===== src/rtl/alu_pkg.sv =====
// alu_pkg: shared definitions for the pipelined ALU slice.
//   - opcode encodings for the c input of alu_pipe
//   - bit positions of the {N,Z,C,V} flags vector
//   - state encoding for the sequential multiplier FSM
// The multiplier (and OP_MUL) only take effect in builds that define ALU_MUL_EN.
package alu_pkg;

  localparam logic [2:0] OP_ADD = 3'b000;
  localparam logic [2:0] OP_SUB = 3'b001;
  localparam logic [2:0] OP_AND = 3'b010;
  localparam logic [2:0] OP_OR  = 3'b011;
  localparam logic [2:0] OP_XOR = 3'b100;
  localparam logic [2:0] OP_SLL = 3'b101;
  localparam logic [2:0] OP_SRL = 3'b110;
  localparam logic [2:0] OP_SLT = 3'b111;
  // OP_MUL shares its encoding with OP_SLT; which one applies depends on the build.
  localparam logic [2:0] OP_MUL = 3'b111;

  localparam int FL_N = 3;
  localparam int FL_Z = 2;
  localparam int FL_C = 1;
  localparam int FL_V = 0;

  typedef enum logic [1:0] {
    IDLE = 2'd0,
    RUN  = 2'd1,
    DONE = 2'd2
  } mul_state_e;

endpackage


===== src/rtl/alu_mul_seq.sv =====
// alu_mul_seq: unsigned shift-add multiplier, one partial product per cycle.
// Instantiated by alu_pipe only in builds that define ALU_MUL_EN.
// Ports:
//   clk, rst  clock and asynchronous active-high reset
//   start     begin a multiply of a*b (only honoured in IDLE)
//   a, b      WIDTH-bit unsigned operands
//   done      high for the single DONE cycle after the last iteration
//   product   full 2*WIDTH-bit product; stays stable until the next start
module alu_mul_seq
  import alu_pkg::*;
#(
  parameter int WIDTH = 8
) (
  input  logic               clk,
  input  logic               rst,
  input  logic               start,
  input  logic [WIDTH-1:0]   a,
  input  logic [WIDTH-1:0]   b,
  output logic               done,
  output logic [2*WIDTH-1:0] product
);

  localparam int SHW = $clog2(WIDTH);

  mul_state_e         state_q, state_d;
  logic [SHW-1:0]     cnt_q, cnt_d;
  logic [2*WIDTH-1:0] mcand_q, mcand_d;
  logic [WIDTH-1:0]   mplier_q, mplier_d;
  logic [2*WIDTH-1:0] acc_q, acc_d;
  logic               done_q, done_d;

  // Each RUN cycle adds the shifted multiplicand when the current multiplier
  // LSB is set; WIDTH iterations (cnt 0..WIDTH-1) cover every multiplier bit.
  always_comb begin
    state_d  = state_q;
    cnt_d    = cnt_q;
    mcand_d  = mcand_q;
    mplier_d = mplier_q;
    acc_d    = acc_q;
    done_d   = 1'b0;
    case (state_q)
      IDLE: begin
        if (start) begin
          acc_d    = '0;
          mcand_d  = {{WIDTH{1'b0}}, a};
          mplier_d = b;
          cnt_d    = '0;
          state_d  = RUN;
        end
      end
      RUN: begin
        if (mplier_q[0]) begin
          acc_d = acc_q + mcand_q;
        end
        mcand_d  = mcand_q << 1;
        mplier_d = mplier_q >> 1;
        cnt_d    = cnt_q + 1'b1;
        if (cnt_q == SHW'(WIDTH - 1)) begin
          state_d = DONE;
          done_d  = 1'b1;
        end
      end
      DONE: begin
        state_d = IDLE;
      end
      default: begin
        state_d = IDLE;
      end
    endcase
  end

  always_ff @(posedge clk or posedge rst) begin
    if (rst) begin
      state_q  <= IDLE;
      cnt_q    <= '0;
      mcand_q  <= '0;
      mplier_q <= '0;
      acc_q    <= '0;
      done_q   <= 1'b0;
    end else begin
      state_q  <= state_d;
      cnt_q    <= cnt_d;
      mcand_q  <= mcand_d;
      mplier_q <= mplier_d;
      acc_q    <= acc_d;
      done_q   <= done_d;
    end
  end

  assign done    = done_q;
  assign product = acc_q;

endmodule


===== src/rtl/alu_pipe.sv =====
// alu_pipe: registered WIDTH-bit ALU with valid/ready handshakes and NZCV flags.
// Optional feature: define ALU_MUL_EN to turn opcode 111 into a multi-cycle
// unsigned MUL (low WIDTH bits of the product); otherwise 111 is signed SLT.
// Ports:
//   clk, rst             clock and asynchronous active-high reset
//   in_valid / in_ready  operation handshake (src_a, src_b, c)
//   src_a, src_b         WIDTH-bit operands
//   c                    3-bit opcode (see alu_pkg)
//   out_valid/out_ready  result handshake (data_out, flags)
//   data_out             WIDTH-bit result
//   flags                {N,Z,C,V}
module alu_pipe
  import alu_pkg::*;
#(
  parameter int WIDTH = 8
) (
  input  logic             clk,
  input  logic             rst,
  input  logic             in_valid,
  output logic             in_ready,
  input  logic [WIDTH-1:0] src_a,
  input  logic [WIDTH-1:0] src_b,
  input  logic [2:0]       c,
  output logic             out_valid,
  input  logic             out_ready,
  output logic [WIDTH-1:0] data_out,
  output logic [3:0]       flags
);

  localparam int SHW = $clog2(WIDTH);
  localparam int MSB = WIDTH - 1;

  logic [WIDTH-1:0] data_q, data_d;
  logic [3:0]       flags_q, flags_d;
  logic             out_valid_q, out_valid_d;

  logic             busy;
  logic             accept;
  logic             can_load;
  logic             load_alu;
  logic [WIDTH:0]   add_full;
  logic [WIDTH-1:0] sub_res;
  logic [SHW-1:0]   shamt;
  logic [WIDTH-1:0] alu_res;
  logic             alu_c;
  logic             alu_v;

  // The output register may take a new result when empty or being drained.
  assign can_load = !out_valid_q || out_ready;
  assign in_ready = !busy && can_load;
  assign accept   = in_valid && in_ready;

  assign add_full = {1'b0, src_a} + {1'b0, src_b};
  assign sub_res  = src_a - src_b;
  assign shamt    = src_b[SHW-1:0];

  always_comb begin
    alu_res = '0;
    alu_c   = 1'b0;
    alu_v   = 1'b0;
    case (c)
      OP_ADD: begin
        alu_res = add_full[WIDTH-1:0];
        alu_c   = add_full[WIDTH];
        alu_v   = (src_a[MSB] == src_b[MSB]) && (alu_res[MSB] != src_a[MSB]);
      end
      OP_SUB: begin
        alu_res = sub_res;
        alu_c   = src_a < src_b;
        alu_v   = (src_a[MSB] != src_b[MSB]) && (alu_res[MSB] != src_a[MSB]);
      end
      OP_AND: alu_res = src_a & src_b;
      OP_OR:  alu_res = src_a | src_b;
      OP_XOR: alu_res = src_a ^ src_b;
      OP_SLL: alu_res = src_a << shamt;
      OP_SRL: alu_res = src_a >> shamt;
`ifdef ALU_MUL_EN
      default: alu_res = '0;
`else
      default: alu_res = WIDTH'($signed(src_a) < $signed(src_b));
`endif
    endcase
  end

`ifdef ALU_MUL_EN
  logic               mul_start;
  logic               mul_done;
  logic [2*WIDTH-1:0] mul_product;
  logic               load_mul;
  logic               busy_q, busy_d;
  logic               mul_wait_q, mul_wait_d;

  assign mul_start = accept && (c == OP_MUL);
  assign load_alu  = accept && (c != OP_MUL);
  // A finished product that cannot load yet is parked until the consumer drains.
  assign load_mul  = (mul_done || mul_wait_q) && can_load;
  assign busy      = busy_q;

  alu_mul_seq #(.WIDTH(WIDTH)) u_mul (
    .clk     (clk),
    .rst     (rst),
    .start   (mul_start),
    .a       (src_a),
    .b       (src_b),
    .done    (mul_done),
    .product (mul_product)
  );

  always_comb begin
    busy_d     = busy_q;
    mul_wait_d = (mul_done || mul_wait_q) && !can_load;
    if (mul_start) begin
      busy_d = 1'b1;
    end
    if (load_mul) begin
      busy_d = 1'b0;
    end
  end

  always_ff @(posedge clk or posedge rst) begin
    if (rst) begin
      busy_q     <= 1'b0;
      mul_wait_q <= 1'b0;
    end else begin
      busy_q     <= busy_d;
      mul_wait_q <= mul_wait_d;
    end
  end
`else
  assign busy     = 1'b0;
  assign load_alu = accept;
`endif

  // A load at the same edge as a drain keeps out_valid high with new data.
  always_comb begin
    data_d      = data_q;
    flags_d     = flags_q;
    out_valid_d = out_valid_q;
    if (out_valid_q && out_ready) begin
      out_valid_d = 1'b0;
    end
    if (load_alu) begin
      data_d         = alu_res;
      flags_d[FL_N]  = alu_res[MSB];
      flags_d[FL_Z]  = (alu_res == '0);
      flags_d[FL_C]  = alu_c;
      flags_d[FL_V]  = alu_v;
      out_valid_d    = 1'b1;
    end
`ifdef ALU_MUL_EN
    if (load_mul) begin
      data_d         = mul_product[WIDTH-1:0];
      flags_d[FL_N]  = mul_product[MSB];
      flags_d[FL_Z]  = (mul_product[WIDTH-1:0] == '0);
      flags_d[FL_C]  = |mul_product[2*WIDTH-1:WIDTH];
      flags_d[FL_V]  = 1'b0;
      out_valid_d    = 1'b1;
    end
`endif
  end

  always_ff @(posedge clk or posedge rst) begin
    if (rst) begin
      data_q      <= '0;
      flags_q     <= '0;
      out_valid_q <= 1'b0;
    end else begin
      data_q      <= data_d;
      flags_q     <= flags_d;
      out_valid_q <= out_valid_d;
    end
  end

  assign data_out  = data_q;
  assign flags     = flags_q;
  assign out_valid = out_valid_q;

endmodule

===== config.mk =====
export PLATFORM = sky130hd
export DESIGN_NAME = alu_pipe
export DESIGN_NICKNAME = d
export VERILOG_FILES = /design/src/rtl/alu_pkg.sv /design/src/rtl/alu_mul_seq.sv /design/src/rtl/alu_pipe.sv
export SDC_FILE = /design/constraint.sdc
export NUM_CORES = 1
export LEC_CHECK = 0
export ABC_CLOCK_PERIOD_IN_PS = 2100
export CAP_MARGIN = 0
export CORE_ASPECT_RATIO = 2
export CORE_MARGIN = 5
export CORE_UTILIZATION = 35
export CTS_BUF_LIST = sky130_fd_sc_hd__clkbuf_4
export CTS_CLUSTER_SIZE = 30
export DETAILED_ROUTE_END_ITERATION = 12
export GPL_TIMING_DRIVEN = 0
export RECOVER_POWER = 25
export SKIP_CTS_REPAIR_TIMING = 1
export SLEW_MARGIN = 20
export SYNTH_ARGS = -nofsm -noshare
export SYNTH_HDL_FRONTEND = slang
export SYNTH_SLANG_ARGS = --single-unit

===== constraint.sdc =====
create_clock -name clk -period 2.1 [get_ports clk]
set_clock_uncertainty 0.2 [all_clocks]
set_input_delay 0.525 -clock clk [delete_from_list [all_inputs] [get_ports clk]]
set_output_delay 0.525 -clock clk [all_outputs]
set_load 0.01 [all_outputs]

==> impl_metrics.env <==
export IMPL_status="finished, violations left"
export IMPL_violations="negative setup slack"
export IMPL_ys_seq_area_frac=0.140
export IMPL_initial_core_util=0.358
export IMPL_crit_slowest_cell="or4b_4"
export IMPL_fmax_mhz=311
export IMPL_critPathKind="primary input to flip-flop"
export IMPL_drv_slew=0
export IMPL_drt_initial_drc_count=114
export IMPL_coreArea_mm2=0.00601
export IMPL_syn_area_per_cell_um2=7.60
export IMPL_ys_warn_count=0
export IMPL_worstPathCellList="buf_12 > inv_12 > ha_4 > inv_2 > fa_2 > nor2b_4 > nor2_2 > o21ai_2 > xnor2_1 > a221o_1 > or4b_4 > or4_1 > o21ai_1"
export IMPL_drive_gt1_frac=0.289
export IMPL_drt_pass1_iter_count=4
export IMPL_grt_max_degree=13
export IMPL_setup_ws_ns=-1.12
export IMPL_synth_fp_nets=334
export IMPL_io_buffers=35
export IMPL_grt_pass1_wl_um=11000
export IMPL_hold_path_class="flip-flop to flip-flop"
export IMPL_synth_top_area_share=0.151
export IMPL_end_kind="flip-flop"
export IMPL_clock_power_share=0.119
export IMPL_die_h_um=121
export IMPL_switching_share=0.391
export IMPL_ys_types=57
export IMPL_min_period_ns=3.22
export IMPL_insertion_delay_ns=0.27
export IMPL_rows=40
export IMPL_grtUsageTotal=0.183
export IMPL_synth_top_family_by_area="compound AO/OA/AOI/OAI gates"
export IMPL_hold_violations=0
export IMPL_max_cap_violations=0
export IMPL_antenna_cells=0
export IMPL_synth_edff_count=0
export IMPL_p_per_area_mw_per_mm2=401
export IMPL_cts_tree="yes"
export IMPL_pin_count=37
export IMPL_drt_vias_per_instance=5.82
export IMPL_switchingPower_uw=479
export IMPL_numClockSinks=12
export IMPL_root_buffer="clkbuf_4"
export IMPL_dpl_worst_slack_ns=-2.11
export IMPL_synth_xor_area_share=0.0244
export IMPL_cp_start_kind="primary input"
export IMPL_gp_congestion=0.961
export IMPL_area_growth_pct=41.8
export IMPL_vdd_drop_max_uv=114
export IMPL_synthMuxAreaShare=0.0762
export IMPL_max_slew_margin=0.635
export IMPL_p_comb_frac=0.641
export IMPL_synthAdderAreaFrac=0.170
export IMPL_postRouteAntennaNets=0
export IMPL_finish_net_count=388
export IMPL_setup_viol=11
export IMPL_synth_area_mm2=0.00215
export IMPL_p_seq_frac=0.240
export IMPL_path_delay_family="simple AND/OR/NAND/NOR gates"
export IMPL_required_ns=2.11
export IMPL_nFillCells=595
export IMPL_p_int_uw=746
export IMPL_wl_per_cell_um=18.3
export IMPL_synthSimpleGateAreaFrac=0.201
export IMPL_grt_overflow=0
export IMPL_fin_tns_setup_ns=-5.86
export IMPL_place_hpwl_um=5980
export IMPL_syn_inst=283
export IMPL_wl_um=7300
export IMPL_ys_flop_type="dfrtp_1"
export IMPL_ys_top_cells_by_area="ha_1, dfrtp_1, inv_1, nand2_1, a21oi_1"
export IMPL_antenna_found_initial=0
export IMPL_die_area_mm2=0.00791
export IMPL_critPathBufInv=3
export IMPL_num_vias=2323
export IMPL_synth_compound_area_frac=0.293
export IMPL_grt_pass1_vias=2177
export IMPL_rsz0062_at_grt="yes"
export IMPL_fp_dieW_um=65.4
export IMPL_cts_made_buffers=3
export IMPL_cts_htree_levels=1
export IMPL_worstMarginPinSlew_ns=0.532
export IMPL_yosys_area_top_type="ha_1"
export IMPL_drc=0
export IMPL_synthTopCellsByCount="ha_1, inv_1, nand2_1"
export IMPL_yosys_register_bits=12
export IMPL_arrival_ns=3.23
export IMPL_async_flop_share=1.00
export IMPL_leakage_nw=1.40
export IMPL_cp_max_fo=4
export IMPL_slowest_delay_ns=0.55
export IMPL_finalCritPeriodShare=1.53
export IMPL_clk_pin_slew_ns=0.07
export IMPL_clk_path_buf_depth=2
tightest hold or removal path, cell delays in order, from the launching register on:
cell and delay, ns:
dfrtp_1 0.34, nand2_1 0.05, o21ai_1 0.06
cell usage in the layout, fill, tap and decap left out, types with 5 or more instances in the layout:
cell | netlist | layout
a211oi_1 | 6 | 5
a21o_1 | 5 | 5
a21oi_1 | 19 | 15
a22oi_1 | 6 | 6
buf_4 | 1 | 21
buf_6 | 3 | 5
clkbuf_4 | 0 | 5
clkdlybuf4s50_1 | 0 | 18
dfrtp_1 | 12 | 12
dlymetal6s2s_1 | 0 | 8
ha_1 | 26 | 18
ha_4 | 0 | 6
inv_1 | 26 | 17
inv_2 | 0 | 7
nand2_1 | 26 | 25
nand2b_1 | 6 | 6
nand3_1 | 5 | 5
nor2_1 | 23 | 21
nor2b_1 | 9 | 5
nor3_1 | 6 | 5
o211a_1 | 5 | 5
o21ai_0 | 14 | 7
o21ai_1 | 1 | 7
xnor2_1 | 5 | 5
registers in the layout, indices dropped and copies added, names as in the netlist:
| register | count |
|---|---|
| data_out | 8 |
| flags | 3 |
| out_valid | 1 |
cells by family (layout without fill, tap and decap cells):
logic type	after synthesis	in the layout
AO/OA/AOI/OAI	89	89
XOR/XNOR	6	6
adder cells (fa/ha/maj)	28	28
buffers and inverters	47	100
flip-flops	12	12
multiplexers	13	13
AND/OR/NAND/NOR	88	88
power groups by stage:
| stage | logic (mW) | registers (mW) | clock network [mW] |
|---|---|---|---|
| 3_5_place_dp | 0.696 | 0.300 | 0 |
| 5_1_grt | 0.840 | 0.302 | 0.169 |
| 2_1_floorplan | 0.406 | 0.319 | 0 |
| 3_3_place_gp | 0.692 | 0.298 | 0 |
| 4_1_cts | 0.698 | 0.295 | 0.152 |
| 6_report | 0.785 | 0.293 | 0.146 |
path summary, 6_finish.rpt:
kind / startpoint / to / cells after the start / slack, ns
worst max-delay path: src_a[0] / flags[2]$_DFFE_PP0P_ / 13 / -1.12
worst min-delay path: flags[0]$_DFFE_PP0P_ / flags[0]$_DFFE_PP0P_ / 2 / 0.28
worst max register to register: out_valid$_DFFE_PP0P_ / flags[2]$_DFFE_PP0P_ / 7 / -0.11
worst min register to register: flags[0]$_DFFE_PP0P_ / flags[0]$_DFFE_PP0P_ / 2 / 0.28
max in group asynchronous: rst / flags[1]$_DFFE_PP0P_ / 2 / 0.91
min in group asynchronous: rst / data_out[2]$_DFFE_PP0P_ / 2 / 0.49
routing by layer:
layer | up-vias | global-route usage | share of wire
li1 | 1117 | - | -
met1 | 1114 | 0.183 | 0.35
met2 | 70 | 0.345 | 0.56
met3 | 22 | 0.00556 | 0.031
met4 | 0 | 0.129 | 0.060
met5 | - | 0 | 0
final cells by class:
cell class / count / area [um2] / share of cell area
Buffer: 17 / 173 / 0.0566
Timing Repair Buffer: 52 / 505 / 0.166
Tap cell: 63 / 78.8 / 0.0258
Clock buffer: 3 / 22.5 / 0.00738
Inverter: 27 / 134 / 0.0439
Clock inverter: 1 / 3.75 / 0.00123
Sequential cell: 12 / 300 / 0.0984
Multi-Input combinational cell: 224 / 1830 / 0.601
stage by stage:
| step | utilization | total power, mW | instances | area (um2) | hold WS, ns |
|---|---|---|---|---|---|
| 6_report | 0.508 | 1.22 | 399 | 3050 | 0.283 |
| 5_1_grt | 0.508 | 1.31 | 399 | 3050 | 0.327 |
| 4_1_cts | 0.460 | 1.14 | 385 | 2770 | 0.292 |
| 3_5_place_dp | 0.456 | 0.996 | 381 | 2740 | 0.270 |
| 3_3_place_gp | 0.456 | 0.990 | 381 | 2740 | 0.266 |
| 2_1_floorplan | - | 0.724 | 283 | 2310 | 0.190 |
Note: power is estimated with default switching activity, not from simulation.
